[src/rtl/mult_arb_pkg.sv]
// Shared definitions for the multiplier-sharing arbiter.
//   N_DEF / NREQ_DEF : default operand width and requester count
//   calc_idw()       : requester-ID width, max(1, clog2(nreq))
//   mult_rsp_t       : packed {product, id} record at the default widths
package mult_arb_pkg;

    localparam int unsigned N_DEF    = 16;
    localparam int unsigned NREQ_DEF = 4;

    function automatic int unsigned calc_idw(input int unsigned nreq);
        int unsigned w;
        w = 1;
        for (int unsigned i = 1; i < 31; i++) begin
            if ((32'd1 << i) < nreq) w = i + 1;
        end
        return w;
    endfunction

    localparam int unsigned IDW_DEF = calc_idw(NREQ_DEF);

    typedef struct packed {
        logic [2*N_DEF-1:0] p;
        logic [IDW_DEF-1:0] id;
    } mult_rsp_t;

endpackage

[src/rtl/mult_share_arbiter_rr_pick.sv]
// Combinational round-robin priority picker.
//   req   : request vector, one bit per requester
//   ptr   : index where the search starts; wraps NREQ-1 -> 0
//   grant : first requesting index found from ptr
//   any   : at least one request bit is set (grant is 0 otherwise)
module rr_pick
    import mult_arb_pkg::*;
#(
    parameter int unsigned NREQ = NREQ_DEF,
    parameter int unsigned IDW  = calc_idw(NREQ)
) (
    input  logic [NREQ-1:0] req,
    input  logic [IDW-1:0]  ptr,
    output logic [IDW-1:0]  grant,
    output logic            any
);

    always_comb begin
        logic [31:0]    idx_w;
        logic [IDW-1:0] idx;
        grant = '0;
        any   = 1'b0;
        idx_w = '0;
        idx   = '0;
        for (int unsigned i = 0; i < NREQ; i++) begin
            idx_w = (32'(ptr) + i) % NREQ;
            idx   = idx_w[IDW-1:0];
            if (!any && req[idx]) begin
                any   = 1'b1;
                grant = idx;
            end
        end
    end

endmodule

[src/rtl/mult_share_arbiter.sv]
// Round-robin arbiter and two-stage sequencer sharing one external
// combinational signed NxN multiplier among NREQ requesters.
//   clk, rst           : clock, synchronous active-high reset
//   req_valid/ready    : per-requester handshake (ready is one-hot or zero)
//   req_a, req_x       : flattened operands, requester k at [k*N +: N]
//   mul_a, mul_x       : registered operands to the external multiplier
//   mul_p              : 2N-bit signed product returned by the multiplier
//   rsp_valid/ready    : response handshake
//   rsp_p, rsp_id      : product and originating requester index
module mult_share_arbiter
    import mult_arb_pkg::*;
#(
    parameter  int unsigned N    = N_DEF,
    parameter  int unsigned NREQ = NREQ_DEF,
    localparam int unsigned IDW  = calc_idw(NREQ)
) (
    input  logic              clk,
    input  logic              rst,
    input  logic [NREQ-1:0]   req_valid,
    output logic [NREQ-1:0]   req_ready,
    input  logic [NREQ*N-1:0] req_a,
    input  logic [NREQ*N-1:0] req_x,
    output logic [N-1:0]      mul_a,
    output logic [N-1:0]      mul_x,
    input  logic [2*N-1:0]    mul_p,
    output logic              rsp_valid,
    input  logic              rsp_ready,
    output logic [2*N-1:0]    rsp_p,
    output logic [IDW-1:0]    rsp_id
);

    typedef struct packed {
        logic [2*N-1:0] p;
        logic [IDW-1:0] id;
    } rsp_rec_t;

    // OP stage
    logic           op_v;
    logic [N-1:0]   op_a;
    logic [N-1:0]   op_x;
    logic [IDW-1:0] op_id;

    // RSP stage
    logic     rsp_v;
    rsp_rec_t rsp_q;

    logic [IDW-1:0] ptr;
    logic [IDW-1:0] ptr_next;
    logic [IDW-1:0] grant;
    logic           any;
    logic           rsp_adv;
    logic           op_acc;
    logic           accept;
    logic [N-1:0]   sel_a;
    logic [N-1:0]   sel_x;

    rr_pick #(
        .NREQ (NREQ),
        .IDW  (IDW)
    ) u_pick (
        .req   (req_valid),
        .ptr   (ptr),
        .grant (grant),
        .any   (any)
    );

    // The OP stage may take a new pair whenever its contents can move on,
    // so a full pipe still accepts one per cycle while rsp_ready is high.
    assign rsp_adv = !rsp_v || rsp_ready;
    assign op_acc  = !op_v || rsp_adv;
    assign accept  = any && op_acc;

    assign ptr_next = (grant == IDW'(NREQ - 1)) ? '0 : grant + 1'b1;

    always_comb begin
        req_ready = '0;
        if (any) req_ready[grant] = op_acc;
    end

    always_comb begin
        sel_a = '0;
        sel_x = '0;
        for (int unsigned k = 0; k < NREQ; k++) begin
            if (grant == IDW'(k)) begin
                sel_a = req_a[k*N +: N];
                sel_x = req_x[k*N +: N];
            end
        end
    end

    always_ff @(posedge clk) begin
        if (rst) begin
            op_v  <= 1'b0;
            op_a  <= '0;
            op_x  <= '0;
            op_id <= '0;
            ptr   <= '0;
            rsp_v <= 1'b0;
            rsp_q <= '0;
        end else begin
            if (accept) begin
                op_v  <= 1'b1;
                op_a  <= sel_a;
                op_x  <= sel_x;
                op_id <= grant;
                ptr   <= ptr_next;
            end else if (op_acc) begin
                op_v  <= 1'b0;
            end
            if (rsp_adv) begin
                rsp_v   <= op_v;
                rsp_q.p  <= mul_p;
                rsp_q.id <= op_id;
            end
        end
    end

    assign mul_a     = op_a;
    assign mul_x     = op_x;
    assign rsp_valid = rsp_v;
    assign rsp_p     = rsp_q.p;
    assign rsp_id    = rsp_q.id;

endmodule

[config.mk]
export PLATFORM = sky130hd
export DESIGN_NAME = mult_share_arbiter
export DESIGN_NICKNAME = d
export VERILOG_FILES = /design/src/rtl/mult_arb_pkg.sv /design/src/rtl/mult_share_arbiter_rr_pick.sv /design/src/rtl/mult_share_arbiter.sv
export SDC_FILE = /design/constraint.sdc
export NUM_CORES = 1
export LEC_CHECK = 0
export BUFFER_PORTS_ARGS = -buffer_cell sky130_fd_sc_hd__buf_2
export CAP_MARGIN = 10
export CORE_MARGIN = 4
export CORE_UTILIZATION = 47
export DETAILED_ROUTE_END_ITERATION = 16
export GPL_ROUTABILITY_DRIVEN = 1
export PLACE_DENSITY = 0.86
export RECOVER_POWER = 25
export SETUP_SLACK_MARGIN = 0.1
export SYNTH_ARGS = -nofsm -noshare
export SYNTH_HDL_FRONTEND = slang
export SYNTH_HIERARCHICAL = 1
export SYNTH_SLANG_ARGS = --single-unit
export TNS_END_PERCENT = 100
[constraint.sdc]
create_clock -name clk -period 4.5 [get_ports clk]
set_input_delay 0.225 -clock clk [delete_from_list [all_inputs] [get_ports clk]]
set_output_delay 0.225 -clock clk [all_outputs]
set_load 0.01 [all_outputs]
# Yosys cells after proc, flatten, opt, wreduce, memory -nomap -nowiden
# Cells that the tools add are included.
[word_totals] elab_cells=66 input_bits=167 output_inout_bits=71 register_bits=72
[classes] n_bitwise=1 muxes=30 addsub=4 reduce_logical=14 eq_ne=3 magnitude_cmp=6
[op_table] cell="$mux W16" count=8
[op_table] cell="$lt A2 B3 Y1 const B" count=5
[op_table] cell="$mux W1" count=11
[op_table] cell="$mux W2" count=5
[op_table] cell="$bmux W1 S2" count=4
[op_table] cell="$logic_and A1 B1 Y1" count=5
[op_table] cell="$logic_not A1 Y1" count=5
[op_table] cell="$add A2 B1 Y2 const B" count=2
[op_table] cell="$add A2 B2 Y2 const B" count=2
[op_table] cell="$and A4 B4 Y4" count=1
[op_table] cell="$eq A2 B2 Y1 const B" count=2
[op_table] cell="$mux W4" count=1
[op_table] cell="$demux W1 S2" count=1
[op_table] cell="$eq A2 B1 Y1 const B" count=1
[op_table] cell="$ge A2 B1 Y1 const B" count=1
[op_table] cell="$logic_not A2 Y1" count=1
[op_table] cell="$logic_or A1 B1 Y1" count=2
[op_table] cell="$reduce_bool A2 Y1" count=1

# Depth between registers and ports, before layout
[logic_depth] word_depth=18 ltp_mapped=10 ltp_nobuf=8

# Modules after synthesis
# The synthesis kept the hierarchy.
[modules_own_cells] mod="mult_share_arbiter" seq_area_each_um2=1441.4 n_inst=1 area_per_inst_um2=3918.8 cells_each=481
[modules_own_cells] mod="rr_pick" seq_area_each_um2=0.0 n_inst=1 area_per_inst_um2=77.6 cells_each=15

# Worst setup path after synthesis
# No wires, ideal clock.
[synth_path] path_type="register -> register" startpoint="register ptr[0]" endpoint="register op_a[0], in the netlist mul_a[0]" t_required_ns=4.411 setup_ns=0.089 n_path_buf=2 stages_incl_launch_ff=10 synth_period_minus_slack_ns=2.235 arrival_time_ns=2.146 slack_ns=2.265 path_cell_list="dfxtp_1 > inv_2 > a221o_1 > a21oi_1 > inv_1 > ha_1 > buf_4 > clkbuf_1 > a221o_1 > a311oi_2"
[synth_between] elab_chain_len=17 elab_cells_between_ends=34 classes_between="add/sub (3); eq/ne (3); mux (20); reduce/logical (8)"
[synth_rtl] element="start: declaration" line="mult_share_arbiter.sv:47" rtl="logic [IDW-1:0] ptr;"
[synth_rtl] element="start signal: assignment" line="mult_share_arbiter.sv:106" rtl="ptr <= ptr_next;"
[synth_rtl] element="branches (longest 11 deep; another with $add A2 B1 Y2)"
[synth_rtl] element="$mux W2 *" line="mult_share_arbiter_rr_pick.sv:28" rtl="if (!any && req[idx]) begin"
[synth_rtl] element="named net grant[0]" line="mult_share_arbiter.sv:49" rtl="logic [IDW-1:0] grant;"
[synth_rtl] element="$logic_not A2 Y1" line="mult_share_arbiter.sv:84" rtl="if (grant == IDW'(k)) begin"
[synth_rtl] element="$mux W16 (3 in a row)" line="mult_share_arbiter.sv:84"
[synth_rtl] element="$mux W16 *" line="mult_share_arbiter.sv:84"
[synth_rtl] element="end signal: assignment" line="mult_share_arbiter.sv:103" rtl="op_a <= sel_a;"
[synth_rtl] element="end: declaration" line="mult_share_arbiter.sv:39" rtl="logic [N-1:0] op_a;"
# Mark *: on every way through the listed nets, which the timed path passes. The select of a mux whose other input is x is not followed.
# A chain may end at the register's enable or synchronous reset.

# Worst setup path in the final report
[layout_path] startpoint="register ptr[0]" endpoint="output port req_ready[1]"
[layout_between] elab_chain_len=18 elab_cells_between_ends=32 classes_between="add/sub (3); order compare (2); mux (19); bitwise (1); reduce/logical (7)"
[layout_rtl] element="branches (longest 11 deep; another with $add A2 B1 Y2)"
[layout_rtl] element="$mux W2 *" line="mult_share_arbiter_rr_pick.sv:28"
[layout_rtl] element="named net grant[0]" line="mult_share_arbiter.sv:49"
[layout_rtl] element="$lt A2 B3 Y1 (not written as such) or $ge A2 B1 Y1 (tied branches)" line="mult_share_arbiter.sv:77" rtl="if (any) req_ready[grant] = op_acc;"
[layout_rtl] element="$logic_and A1 B1 Y1 (not written as such)" line="mult_share_arbiter.sv:77"
[layout_rtl] element="$mux W1 (not written as such)" line="mult_share_arbiter.sv:77"
[layout_rtl] element="$demux W1 S2 *" line="mult_share_arbiter.sv:77"
[layout_rtl] element="$and A4 B4 Y4 (no line) *"
[layout_rtl] element="$mux W4 *" line="mult_share_arbiter.sv:77"
[layout_rtl] element="end: declaration" line="mult_share_arbiter.sv:20" rtl="output logic [NREQ-1:0] req_ready,"
# Marked as above.

==> reports/results.txt <==
Final slew viol count -> 0
Flop pwr share -> 38.6%
Worst r2r dst -> mul_x[5]
Area leader, netlist -> dfxtp_1
VDD IR max -> 0.154 mV
CTS Buffer Depth -> 2
Die height -> 100 um
Avg Cell Area, Syn -> 8.06 um^2
Core area -> 0.00826 mm^2
Leak pwr -> 2.44 nW
Layout area overhead -> 31.6%
GR Overflow Total -> 0
Antenna Violating Nets Remaining -> 0
H-tree level count -> 3
Reg2Reg Depth -> 7
Share of the synthesized area in the top cell type -> 36.1%
RD Place Congestion -> 0.954
Clock sinks -> 72
Initial antenna violation count -> 0
Fin area -> 0.00526 mm^2
Slowest Stage Delay on Critical Path -> 930 ps
Syn Nets -> 667
Top cells by area, synth -> dfxtp_1, a21oi_1, a311oi_2
PD cells -> 385 mW/mm^2
Post-cts resize count -> 0
Synth unique cells -> 23
1st-pass router iterations -> 5
Total die area -> 0.0100 mm^2
Root Buffer -> clkbuf_8
Hold EP -> rsp_p[11]
Die X -> 100 um
First-pass GRT wire length -> 19.7 mm
Drt drc -> 0
Setup Buffers After CTS -> 0
Placed Area -> 0.00509 mm^2
Slew Limit Headroom -> 20.4%
Critical path's slowest cell -> ha_2
CP Max Fanout -> 65
Initial Utilization -> 48.4%
Reg2Reg Launch Point -> ptr[0]
Hold wc startpoint -> mul_p[11]
Fin crit period -> 3050 ps
CTS hold repair buffers -> 0
Mapped Cells -> 496
Mean routed wirelength per cell -> 15.6 um
Post-Route WL -> 12.6 mm
Sequential-to-total area share from yosys stat -> 36.1%
Crit-path cells -> inv_2, a221o_1, a21oi_1, ha_2, and3_1, buf_2
Fmax -> 328 MHz
Layout cells sized above 1 -> 37.2%
Endpoints failing setup -> 0
NetSw -> 0.000691 W
PortBufs -> 237
Worst hold path class -> input port to flip-flop
Net Sw Frac -> 34.2%
DP HPWL -> 9.18 mm
Worst Skew -> 12.1 ps
Worst EP arrival -> 2830 ps
Reg2reg setup slack -> 1480 ps
Tcrit/Tclk final -> 67.8%
Setup TNS -> 0 ps
Vias/cell -> 5.61
Largest net degree at the start of global routing -> 66
Yosys reg bits -> 72
RSZ-0062 raised after global routing -> false
Fin cells -> 807
Startpoint Class -> flip-flop
Setup crit end kind -> output port
Comb pwr share -> 37.4%
YS warnings -> 6
Endpoints failing hold -> 0
Crit Path Class -> flip-flop to output port
Antenna cells -> 0
Clock power frac -> 24.0%
Hold Crit Depth -> 3
Internal power -> 0.00133 W
Clk slew on worst S/H paths -> 80 ps
Via Count -> 4528
Nets -> 869
Max cap viols -> 0
Most common cell after layout, fill and taps aside -> buf_2
CTS tree -> built
Status -> finished, final reports clean
Synth Cell Area -> 0.00400 mm^2
Total GRT Usage -> 23.8%
Worst-Margin Slew -> 1190 ps
Placed cells -> 790
CP Data Required Time -> 4280 ps
Ports -> 238
Most frequent cells in the layout -> buf_2, a21oi_1, nand2_1, dfxtp_1, inv_1
Vias in the first global route -> 4326
Row count -> 33
Total CTS buffers -> 9
Clk_lat worst skew -> 330 ps
Initial DRC count -> 214
[cells by family after synthesis]
kind of cell             synth area share, %
buffers and inverters                   10.6
AND/OR/NAND/NOR                         18.0
AO/OA/AOI/OAI                           34.1
flip-flops                              36.1
adder cells (fa/ha/maj)                 1.25
[routing by layer]
metal / routed length [um] / vias up / GRT usage, %
li1: - / 2166 / -
met1: 4730 / 2062 / 27.1
met2: 6130 / 243 / 40.2
met3: 1220 / 57 / 6.81
met4: 519 / 0 / 12.6
met5: 0 / - / 0
[power groups by stage]
stage,registers [W],logic [W],clock network (W)
after floorplan,0.000826,0.000509,0
after global placement,0.000790,0.000737,0
after detailed placement,0.000792,0.000765,0
after CTS,0.000779,0.000767,0.000498
after global routing,0.000790,0.000831,0.000524
final,0.000781,0.000757,0.000484
[state kept, by name, indices dropped and copies added, names as in the netlist]
register   cells
mul_a         16
mul_x         16
op_id          2
op_v           1
ptr            2
rsp_id         2
rsp_p         32
rsp_valid      1
[through the flow]
stage               power, W  worst slack [ps]  util (%)  hold WS, ps
floorplan            0.00133              2260         -          365
global placement     0.00153              1750      61.6          435
detailed placement   0.00156              1540      61.6          444
CTS                  0.00204              1470      63.8          106
global route         0.00215              1210      63.7          112
finish               0.00202              1450      63.7          126
[synth_stat cells]
| cell type | n |
|---|---|
| a21oi_1 | 107 |
| nand2_1 | 100 |
| dfxtp_1 | 72 |
| inv_1 | 36 |
| a221o_1 | 33 |
| nand3b_1 | 33 |
| a311oi_2 | 29 |
| clkbuf_1 | 28 |
| buf_2 | 13 |
| buf_6 | 6 |
| buf_4 | 5 |
| o21ai_0 | 5 |
| and3_1 | 4 |
| ha_1 | 4 |
| inv_2 | 4 |
| nand3_1 | 4 |
| nor2_1 | 4 |
| a311oi_1 | 3 |
| nand2b_1 | 2 |
| and3b_1 | 1 |
| nor2b_1 | 1 |
| o221ai_1 | 1 |
| or4_1 | 1 |
[critical path: cells and delay by family (launching register included)]
family	cells	cell delay, ps
simple gates	1	280
flops	1	380
fa+ha+maj	1	930
buf+inv	2	180
compound gates	2	700
[layout make-up]
class | count | area, um^2
fillers | 707 | 3000
multi-input cells | 332 | 2150
flip-flops and latches | 72 | 1440
repair buffers | 243 | 1200
inverters | 40 | 150
well taps | 105 | 131
clock buffers | 9 | 124
clock inverters | 6 | 61.3
[how the worst max path moves through the flow]
stage,from,to,cells past startpoint
2_1_floorplan,ptr[0],mul_a[0],9
3_3_place_gp,req_valid[1],mul_x[3],8
3_5_place_dp,req_valid[1],mul_a[14],8
4_1_cts,ptr[1],req_ready[2],6
5_1_grt,ptr[1],req_ready[2],6
6_report,ptr[0],req_ready[1],6
(Power assumes the default switching activity.)
